File: src/rtl/keccak_byte_packer.sv
// Byte-stream front end for the keccak core: packs framed bytes MSB-first into
// 32-bit words, always emits a final word, and pulses core_reset between messages.
module keccak_byte_packer (
    input  logic        clk,
    input  logic        reset_n,
    input  logic [7:0]  byte_in,
    input  logic        byte_valid,
    input  logic        byte_last,
    input  logic        empty_msg,
    output logic        byte_ready,
    output logic [31:0] in,
    output logic        in_ready,
    output logic        is_last,
    output logic [1:0]  byte_num,
    input  logic        buffer_full,
    input  logic        out_ready,
    input  logic        digest_ack,
    output logic        core_reset
);

    typedef enum logic [1:0] {CORE_RST, FILL, FLUSH, WAIT_DIGEST} state_t;

    state_t          state;
    logic [2:0][7:0] acc;
    logic [1:0]      acc_cnt;

    logic        word_fire;
    logic        reg_free;
    logic        beat_fire;
    logic [31:0] full_word;
    logic [31:0] flush_word;

    assign word_fire = in_ready && !buffer_full;
    assign reg_free  = !in_ready || word_fire;
    assign beat_fire = byte_valid && byte_ready;
    assign full_word = {acc[0], acc[1], acc[2], byte_in};

    // Depends only on registered state so upstream sees no combinational loop
    // through byte_valid or buffer_full.
    always_comb begin
        byte_ready = (state == FILL) && ((acc_cnt != 2'd3) || !in_ready);
    end

    // Left-align the leftover bytes; stale accumulator contents are masked off.
    always_comb begin
        flush_word = '0;
        case (acc_cnt)
            2'd1:    flush_word = {acc[0], 24'h0};
            2'd2:    flush_word = {acc[0], acc[1], 16'h0};
            2'd3:    flush_word = {acc[0], acc[1], acc[2], 8'h0};
            default: flush_word = '0;
        endcase
    end

    always_ff @(posedge clk or negedge reset_n) begin
        if (!reset_n) begin
            state      <= CORE_RST;
            core_reset <= 1'b1;
            acc        <= '0;
            acc_cnt    <= 2'd0;
            in         <= '0;
            in_ready   <= 1'b0;
            is_last    <= 1'b0;
            byte_num   <= 2'd0;
        end else begin
            if (word_fire) begin
                in_ready <= 1'b0;
                in       <= '0;
                is_last  <= 1'b0;
                byte_num <= 2'd0;
            end
            case (state)
                CORE_RST: begin
                    core_reset <= 1'b0;
                    state      <= FILL;
                end
                FILL: begin
                    if (beat_fire) begin
                        if (empty_msg) begin
                            acc_cnt <= 2'd0;
                            state   <= FLUSH;
                        end else if (acc_cnt == 2'd3) begin
                            // byte_ready guarantees the output register is idle here
                            in       <= full_word;
                            in_ready <= 1'b1;
                            is_last  <= 1'b0;
                            byte_num <= 2'd0;
                            acc_cnt  <= 2'd0;
                            if (byte_last) state <= FLUSH;
                        end else begin
                            case (acc_cnt)
                                2'd0:    acc[0] <= byte_in;
                                2'd1:    acc[1] <= byte_in;
                                default: acc[2] <= byte_in;
                            endcase
                            acc_cnt <= acc_cnt + 2'd1;
                            if (byte_last) state <= FLUSH;
                        end
                    end
                end
                FLUSH: begin
                    if (reg_free) begin
                        in       <= flush_word;
                        in_ready <= 1'b1;
                        is_last  <= 1'b1;
                        byte_num <= acc_cnt;
                        acc_cnt  <= 2'd0;
                        state    <= WAIT_DIGEST;
                    end
                end
                WAIT_DIGEST: begin
                    if (out_ready && digest_ack) begin
                        state      <= CORE_RST;
                        core_reset <= 1'b1;
                    end
                end
                default: state <= CORE_RST;
            endcase
        end
    end

endmodule

File: config.mk
export PLATFORM = sky130hd
export DESIGN_NAME = keccak_byte_packer
export DESIGN_NICKNAME = d
export VERILOG_FILES = /design/src/rtl/keccak_byte_packer.sv
export SDC_FILE = /design/constraint.sdc
export NUM_CORES = 1
export LEC_CHECK = 0
export BUFFER_PORTS_ARGS = -buffer_cell sky130_fd_sc_hd__buf_4
export CAP_MARGIN = 25
export CELL_PAD_IN_SITES_DETAIL_PLACEMENT = 0
export CELL_PAD_IN_SITES_GLOBAL_PLACEMENT = 1
export CORE_ASPECT_RATIO = 0.9
export CORE_MARGIN = 2
export CORE_UTILIZATION = 40
export DETAILED_ROUTE_END_ITERATION = 10
export PLACE_DENSITY = 0.7
export SYNTH_ARGS = -nofsm -noshare
export SYNTH_HDL_FRONTEND = slang
export SYNTH_SLANG_ARGS = --single-unit
File: constraint.sdc
create_clock -name clk -period 3.1 [get_ports clk]
set_input_delay 0.465 -clock clk [delete_from_list [all_inputs] [get_ports clk]]
set_output_delay 0.465 -clock clk [all_outputs]
set_load 0.01 [all_outputs]
==> run metrics, run 1 <==
status=finished, final reports clean; first-pass GRT wire length=9590 um; register share of total power=40.8%; largest net degree at the start of global routing=66; Slowest-stage cell, CP=ha_1; DRT Wirelength=5950 um; Power Total=2.75 mW; clk root buf=clkbuf_8; slowest stage delay, CP=0.43 ns; hpwl dp=3910 um; number of buffers created by CTS=9; Layout fillers=584; Max Transition Viols Final=0; WP data required=3.38 ns; Leak=1.76 nW; worst r2r path cells=7; Port Buffers=53; Die Wd=91.1 um; Final Hold Fails=0; clock tree sinks=65; worst-path maximum fanout=8; Sw Share=33.3%; Clock Tree Buf Depth=2; synthesis-stage register bit count=65; drt drc=0; syn avg cell area=14.0 um2; worst skew pair latency=0.34 ns; Crit. End Element=flip-flop; RSZ-0062 raised after global routing=false; Final Cycle Share=69.9%; post-synth top area cell=dfrtp_1; Synth Net Count=219; WL/cell=17.0 um; synth unique cells=32; measured slew at the worst slew-check pin=0.809 ns; setup TNS=0 ns; initial core utilization=41.5%; row cnt=28; I/O Pins=54; family with the most delay on the worst path=compound AO/OA/AOI/OAI gates; Placed Cells=334; Post-Syn Area=0.00273 mm2; fraction of layout cells with a size suffix above 1=48.8%; Synth Warn #=0; Max VDD drop=0.000373 V; total number of vias=1779; Tmin final=2.17 ns; Logic pwr share=29.7%; Die Ht=82.4 um; Final Non-Filler Cells=350; critical path buffer and inverter count=2; GPL Wtd Cong=0.764; DR pass1 iterations=4; worst hold slack=0.208 ns; CTS clk-pin slew, worst paths=0.07 ns; max-cap viol count=0; core region area=0.00659 mm2; Critical Path AT=2.45 ns; Vias/cell=5.08; Final ANT Viol Nets=0; placed inst area=0.00321 mm2; Setup Fix Bufs, Post-CTS=0; relative slew slack=46.1%; final setup fails=0; CP Launch Type=flip-flop; cells along the critical path=inv_1 > ha_1 > nand2_1 > nor3_2 > buf_4 > a41o_1 > a22o_2; Power Dens Cells=800 mW/mm2; Final nets=279; Worst Skew=0.00550 ns; sequential area share after synthesis=59.6%; GR Util All Layers=17.4%; GRT overflow=0; die area=0.00750 mm2; n_diodes=0; cell area after layout=0.00344 mm2; hold crit path type=in -> async; net switching power=0.916 mW; CP Class=reg -> reg; CTS tree=built; Iter 0 DRT Violations=106; synth top area cells=dfrtp_1 59%, mux2_2 9.9%, a22o_2 8.4%; H-tree depth=3; post-synthesis cell count=195; post-synth top area share=58.7%; initial antenna violation count=0; critical path depth=7; vias in the first global route=1785; P_int=1.83 mW; Post-CTS Resized=0; area grow syn2layout=25.8%; FMAX=462 MHz; hold_buf cts=0; clock share of power=29.6%
==> flip-flops by register name, indices dropped and copies added, names as in the netlist <==
register,flops
is_last,1
in_ready,1
acc_cnt,2
acc,24
state,2
in,32
byte_num,2
core_reset,1
==> metal layers <==
layer / routed length, um / global-route usage (%) / vias up
met5: 0 / 0 / -
met4: 60 / 5.45 / 0
met3: 283 / 6.08 / 7
met2: 2720 / 26.1 / 44
met1: 2880 / 24.0 / 888
li1: - / - / 840
==> worst paths after layout <==
path / start / endpoint / slack [ns]
setup / recovery: state[0] / in[9] / 0.93
hold / removal: reset_n / in[28] / 0.21
setup reg to reg: state[0] / in[9] / 0.93
hold reg to reg: acc[13] / in[21] / 0.49
max in group asynchronous: reset_n / byte_num[0] / 2.36
min in group clk: byte_in[3] / in[3] / 0.38
==> cell usage in the layout (no fill, tap or decap) <==
master,instances
mux2_2,24
buf_4,55
or3b_4,1
inv_2,1
bufinv_16,2
a221oi_2,1
a31oi_1,1
o22ai_1,1
mux2i_1,2
a22oi_1,1
nor3_1,1
a41o_1,2
o21bai_1,1
nor2_1,7
clkinvlp_4,1
nor3_2,1
inv_1,10
dfrtp_1,64
nor4_1,1
o21ai_0,2
a21o_1,1
a31oi_4,1
a21oi_1,5
nand3b_1,2
dfstp_2,1
clkbuf_8,11
o211ai_1,1
o21bai_4,1
o221a_2,1
a22o_2,23
nand4_2,1
ha_1,8
nand2_1,12
clkinv_2,2
a22o_1,11
==> power by group through the flow <==
stage | registers, mW | clock network, mW | logic [mW]
3_3_place_gp | 1.13 | 0 | 0.816
2_1_floorplan | 1.12 | 0 | 0.636
4_1_cts | 1.12 | 0.842 | 0.823
6_report | 1.12 | 0.813 | 0.815
5_1_grt | 1.15 | 0.876 | 0.911
3_5_place_dp | 1.14 | 0 | 0.822
==> final cells by class <==
type,count,area [um2],area share (%)
flip-flops and latches,65,1630,47.4
multi-input cells,113,1010,29.5
repair buffers,55,413,12.0
clock buffers,11,151,4.41
well taps,90,113,3.28
clock inverters,5,77.6,2.26
inverters,11,41.3,1.20
==> cell families after synthesis <==
family	count (synthesis)	share of synthesized area [%]
compound gates	53	18.0
fa+ha+maj	8	3.67
buf+inv	17	3.30
flops	65	59.6
mux	26	10.6
simple gates	26	4.81
==> synth_stat cells, drive strengths merged <==
cell type / instances
dfstp: 1
a221oi: 1
a41o: 2
o221a: 1
nor2: 7
o21bai: 2
nor3: 2
nand2: 12
nor4: 1
a22oi: 1
nand4: 1
o22ai: 1
a22o: 34
a31oi: 2
or3b: 1
a21oi: 5
mux2: 24
inv: 11
ha: 8
nand3b: 2
mux2i: 2
o211ai: 1
o21ai: 2
a21o: 1
dfrtp: 64
buf: 6
==> per-stage QoR <==
| step | util (%) | worst slack [ns] |
|---|---|---|
| 6_report | 52.2 | 0.934 |
| 5_1_grt | 52.2 | 0.755 |
| 4_1_cts | 52.2 | 0.946 |
| 3_5_place_dp | 48.7 | 0.967 |
| 3_3_place_gp | 48.7 | 1.04 |
| 2_1_floorplan | - | 1.33 |
(Power assumes the default switching activity.)
==> run 2, diff against run 1 <==
- clock period: 3.1 -> 2.2 ns (I/O delays scaled with it)
==> run 2 against run 1 <==
Register-to-register slack worse by 0.75 ns. Utilization is 0.19 points higher. Largest power group unchanged. Highest routed layer is now met3. Critical endpoint is now in[26]. Final cell count is 0.86% higher.
==> run metrics, run 2 (synthesis gave the netlist of run 1 again) <==
hpwl dp=4120 um (+5.4%); placed inst area=0.00324 mm2 (+1.1%); GPL Wtd Cong=0.810 (+6.0%); first-pass GRT wire length=9580 um (about the same); Layout fillers=602 (+3.1%); total number of vias=1787 (+0.45%); Post-CTS Resized=0 (unchanged); hold crit path type=in -> async; clk root buf=clkbuf_8; Critical Path AT=2.28 ns (-0.17 ns); Leak=1.77 nW (+0.45%); FMAX=497 MHz (+7.6%); Sw Share=34.1% (+0.72 points); Sequential Area=0.00163 mm2 (unchanged); Worst Skew=0.00948 ns (+0.00398 ns); Worst R2R Setup Slack=0.19 ns (-0.75 ns); Crit. End Element=flip-flop; core region area=0.00659 mm2 (unchanged); Max VDD drop=0.000571 V (+53%); R2R Path End=in[26]; Max Transition Viols Final=0 (unchanged); WL/cell=17.1 um (+0.68%); measured slew at the worst slew-check pin=0.805 ns (-0.00367 ns); Setup Fix Bufs, Post-CTS=0 (unchanged); max-cap viol count=0 (unchanged); Iter 0 DRT Violations=67 (-37%); n_diodes=0 (unchanged); cell area after layout=0.00345 mm2 (+0.36%); multi-input logic area=0.00101 mm2 (unchanged); commonest non-fill, non-tap cell in the layout=dfrtp_1; initial antenna violation count=0 (unchanged); RSZ-0062 raised after global routing=false; H-tree depth=3 (unchanged); CP Launch Type=flip-flop; number of buffers created by CTS=9 (unchanged); worst skew pair latency=0.33 ns (about the same); vias in the first global route=1778 (-0.39%); status=finished, final reports clean; Logic pwr share=32.3% (+2.6 points); Final nets=282 (+1.1%); I/O Pins=54 (unchanged); CTS clk-pin slew, worst paths=0.07 ns (about the same); worst hold slack=0.0865 ns (-0.121 ns); final setup fails=0 (unchanged); Largest register FFs=32 (unchanged); worst r2r path cells=6 (-1); largest register by flop count=in; worst-path maximum fanout=7 (-1); row cnt=28 (unchanged); relative slew slack=46.3% (+0.24 points); Regs by FF count=in x32, acc x24; drt drc=0 (unchanged); clock tree sinks=65 (unchanged); P_int=2.55 mW (+39%); die area=0.00750 mm2 (unchanged); GR Util All Layers=16.9% (-0.49 points); register share of total power=41.0% (+0.2 points); hold_buf cts=0 (unchanged); Final ANT Viol Nets=0 (unchanged); setup TNS=0 ns (unchanged); area grow syn2layout=26.3%; Die Wd=91.1 um (unchanged); DR pass1 iterations=4 (unchanged); largest net degree at the start of global routing=66 (unchanged); Tmin final=2.01 ns (-0.154 ns); Port Buffers=53 (unchanged); Final Hold Fails=0 (unchanged); CP Class=reg -> reg; reg-to-reg startpoint=state[1]; Clock Tree Buf Depth=2 (unchanged); initial core utilization=41.5% (unchanged); GRT overflow=0 (unchanged); Die Ht=82.4 um (unchanged); WP data required=2.47 ns (-0.91 ns); CTS tree=built; Final Cycle Share=91.4% (+22 points); Vias/cell=5.06 (-0.40%); net switching power=1.31 mW (+43%); commonest non-fill, non-tap cells in the layout=64 x dfrtp_1, 57 x buf_4, 24 x mux2_2, 23 x a22o_2, 12 x nand2_1; fraction of layout cells with a size suffix above 1=49.0% (+0.20 points); DRT Wirelength=6040 um (+1.5%); clock share of power=26.7% (-2.9 points); Power Dens Cells=1120 mW/mm2 (+40%)
run 2: cell types whose count changed in the layout (fill, tap and decap cells not counted):
cell | previous run | this run
clkinv_2 | 2 | 1
buf_12 | 0 | 1
bufinv_16 | 2 | 1
clkbuf_1 | 0 | 1
buf_4 | 55 | 57
clkinv_4 | 0 | 1
run 2: through the flow:
| stage | power [mW] | instances | util [%] | setup WS, ns |
|---|---|---|---|---|
| 2_1_floorplan | 2.48 | 195 | - | 0.430 |
| 3_3_place_gp | 2.83 | 337 | 49.2 | 0.245 |
| 3_5_place_dp | 2.87 | 337 | 49.2 | 0.207 |
| 4_1_cts | 3.92 | 353 | 52.4 | 0.184 |
| 5_1_grt | 4.10 | 353 | 52.4 | 0.0611 |
| 6_report | 3.86 | 353 | 52.4 | 0.188 |
run 2: worst max path at each step:
stage | startpoint | to | cells past startpoint
after floorplan | acc_cnt[0] | acc[16] | 5
after global placement | state[0] | in[26] | 6
after detailed placement | state[1] | in[26] | 6
after CTS | state[1] | in[26] | 6
after global routing | acc_cnt[1] | in[8] | 5
final | state[1] | in[26] | 6
run 2: power groups by stage:
stage	combinational (mW)	clock (mW)	sequential, mW
6_report	1.25	1.03	1.58
5_1_grt	1.36	1.12	1.62
4_1_cts	1.27	1.07	1.58
3_5_place_dp	1.26	0	1.61
3_3_place_gp	1.23	0	1.60
2_1_floorplan	0.896	0	1.58
run 2: per-layer routing:
layer / global-route usage, % / vias up / routed length [um]
li1: - / 847 / -
met1: 25.2 / 896 / 3080
met2: 24.2 / 44 / 2670
met3: 5.63 / 0 / 287
met4: 3.18 / 0 / 0
met5: 0 / - / 0
run 2: layout make-up:
type	instances	share of cell area [%]
flip-flops and latches	65	47.2
clock inverters	4	1.49
well taps	90	3.27
repair buffers	58	13.0
multi-input cells	113	29.4
clock buffers	12	4.50
inverters	11	1.20
run 2: critical path, cell delays in order (launching register included):
cell,delay (ns)
dfrtp_1,0.38
inv_1,0.09
ha_1,0.42
nand2_1,0.15
or3b_4,0.41
o21bai_4,0.29
a22o_2,0.20
==> run 3, diff against run 2 <==
- CAP_MARGIN: 25 -> unset
- GPL_TIMING_DRIVEN: unset -> 0
==> run 3 against run 2 <==
Clock skew decreased by 0.0055 ns. Fmax rose by 1.0%. Utilization up 0.55 points. First-iteration DRC count rose by 78%. Largest cell class unchanged.
==> run metrics, run 3 (synthesis gave the netlist of run 1 again) <==
drt drc=0 (unchanged); worst skew pair latency=0.34 ns (about the same); CP Class=reg -> reg; Final Cycle Share=90.5% (-0.92 points); hold crit path type=in -> async; n_diodes=0 (unchanged); GRT overflow=0 (unchanged); Setup Fix Bufs, Post-CTS=0 (unchanged); status=finished, final reports clean; measured slew at the worst slew-check pin=0.797 ns (-0.00822 ns); Max VDD drop=0.000655 V (+15%); Iter 0 DRT Violations=119 (+78%); Final nets=283 (+0.35%); initial core utilization=41.5% (unchanged); Power Dens Cells=1170 mW/mm2 (+4.8%); first-pass GRT wire length=9390 um (-2.0%); CTS clk-pin slew, worst paths=0.07 ns (about the same); Crit. End Element=flip-flop; Clock Tree Buf Depth=2 (unchanged); Post-Route Utilization=52.9% (+0.55 points); Final ANT Viol Nets=0 (unchanged); Critical Path AT=2.22 ns (-0.06 ns); final setup fails=0 (unchanged); Tmin final=1.99 ns (-0.0203 ns); setup TNS=0 ns (unchanged); commonest non-fill, non-tap cell in the layout=dfrtp_1; Largest register FFs=32 (unchanged); WP data required=2.42 ns (-0.05 ns); hold_buf cts=0 (unchanged); DR pass1 iterations=4 (unchanged); Die Wd=91.1 um (unchanged); clock tree sinks=65 (unchanged); commonest non-fill, non-tap cells in the layout=64 x dfrtp_1, 53 x buf_4, 24 x mux2_2, 23 x a22o_2, 12 x nand2_1; Final Hold Fails=0 (unchanged); vias in the first global route=1731 (-2.6%); Final Non-Filler Cells=354 (+0.28%); CTS tree=built; die area=0.00750 mm2 (unchanged); Placed Cells=338 (+0.30%); Worst Skew=0.00396 ns (-0.00552 ns); H-tree depth=3 (unchanged); fraction of layout cells with a size suffix above 1=49.2% (+0.19 points); total number of vias=1804 (+0.95%); worst hold slack=0.0622 ns (-0.0243 ns); Regs by FF count=in x32, acc x24; Setup WS post-layout=0.208 ns (+0.0203 ns); max-cap viol count=0 (unchanged); Vias/cell=5.10 (+0.67%); I/O Pins=54 (unchanged); GR Util All Layers=16.9% (+0.024 points); initial antenna violation count=0 (unchanged); GPL Wtd Cong=0.768 (-5.2%); hpwl dp=3960 um (-3.9%); pre-CTS WS=0.173 ns (-0.0339 ns); cell area after layout=0.00348 mm2 (+1.1%); FMAX=502 MHz (+1.0%); CP Launch Type=flip-flop; Die Ht=82.4 um (unchanged); number of buffers created by CTS=9 (unchanged); largest net degree at the start of global routing=66 (unchanged); WL/cell=16.6 um (-2.9%); placed inst area=0.00324 mm2 (about the same); worst-path maximum fanout=8 (+1); core region area=0.00659 mm2 (unchanged); Port Buffers=53 (unchanged); relative slew slack=46.9% (+0.55 points); Post-CTS Resized=0 (unchanged); RSZ-0062 raised after global routing=false; clk root buf=clkbuf_8; Max Transition Viols Final=0 (unchanged); Leak=1.79 nW (+1.1%); area grow syn2layout=27.6%; largest register by flop count=in; Power Total=4.09 mW (+5.9%); row cnt=28 (unchanged); DRT Wirelength=5880 um (-2.7%)
run 3: cell types whose count changed in the layout (fill, tap and decap cells not counted), sizes merged:
| cell | delta |
|---|---|
| clkbuf | -1 |
| bufinv | +2 |
| buf | +1 |
| clkinv | -1 |
run 3: per-layer routing:
metal	wire, um	GRT usage, %	up-vias
met5	0	0	-
met4	94	5.91	0
met3	217	4.81	9
met2	2650	24.1	39
met1	2920	24.8	907
li1	-	-	849
run 3: final timing paths:
path                       startpoint      end  slack (ns)  cells after the start
min reg2reg                   acc[20]   in[12]        0.49                      1
max reg2reg                  state[1]  acc[20]        0.21                      6
max                          state[1]  acc[20]        0.21                      6
min                           reset_n  acc[20]        0.06                      1
min in group clk           byte_in[6]    in[6]        0.24                      2
max in group asynchronous     reset_n    in[0]        1.60                      1
run 3: critical path, stage by stage, from the launching register on:
cell	delay, ns
dfrtp_1	0.40
inv_1	0.10
ha_1	0.26
inv_1	0.11
nor2_1	0.27
nand4_2	0.36
mux2_2	0.38
run 3: area by class of cell:
type,count,area [um2]
flip-flops and latches,65,1630
repair buffers,53,398
plain buffers,6,48.8
multi-input cells,113,1010
clock buffers,11,141
fillers,594,3100
inverters,11,41.3
well taps,90,113
clock inverters,5,103
run 3: power by group:
part           internal [mW]  switching [mW]
combinational          0.543           0.736
sequential              1.43           0.149
clock                  0.782           0.451
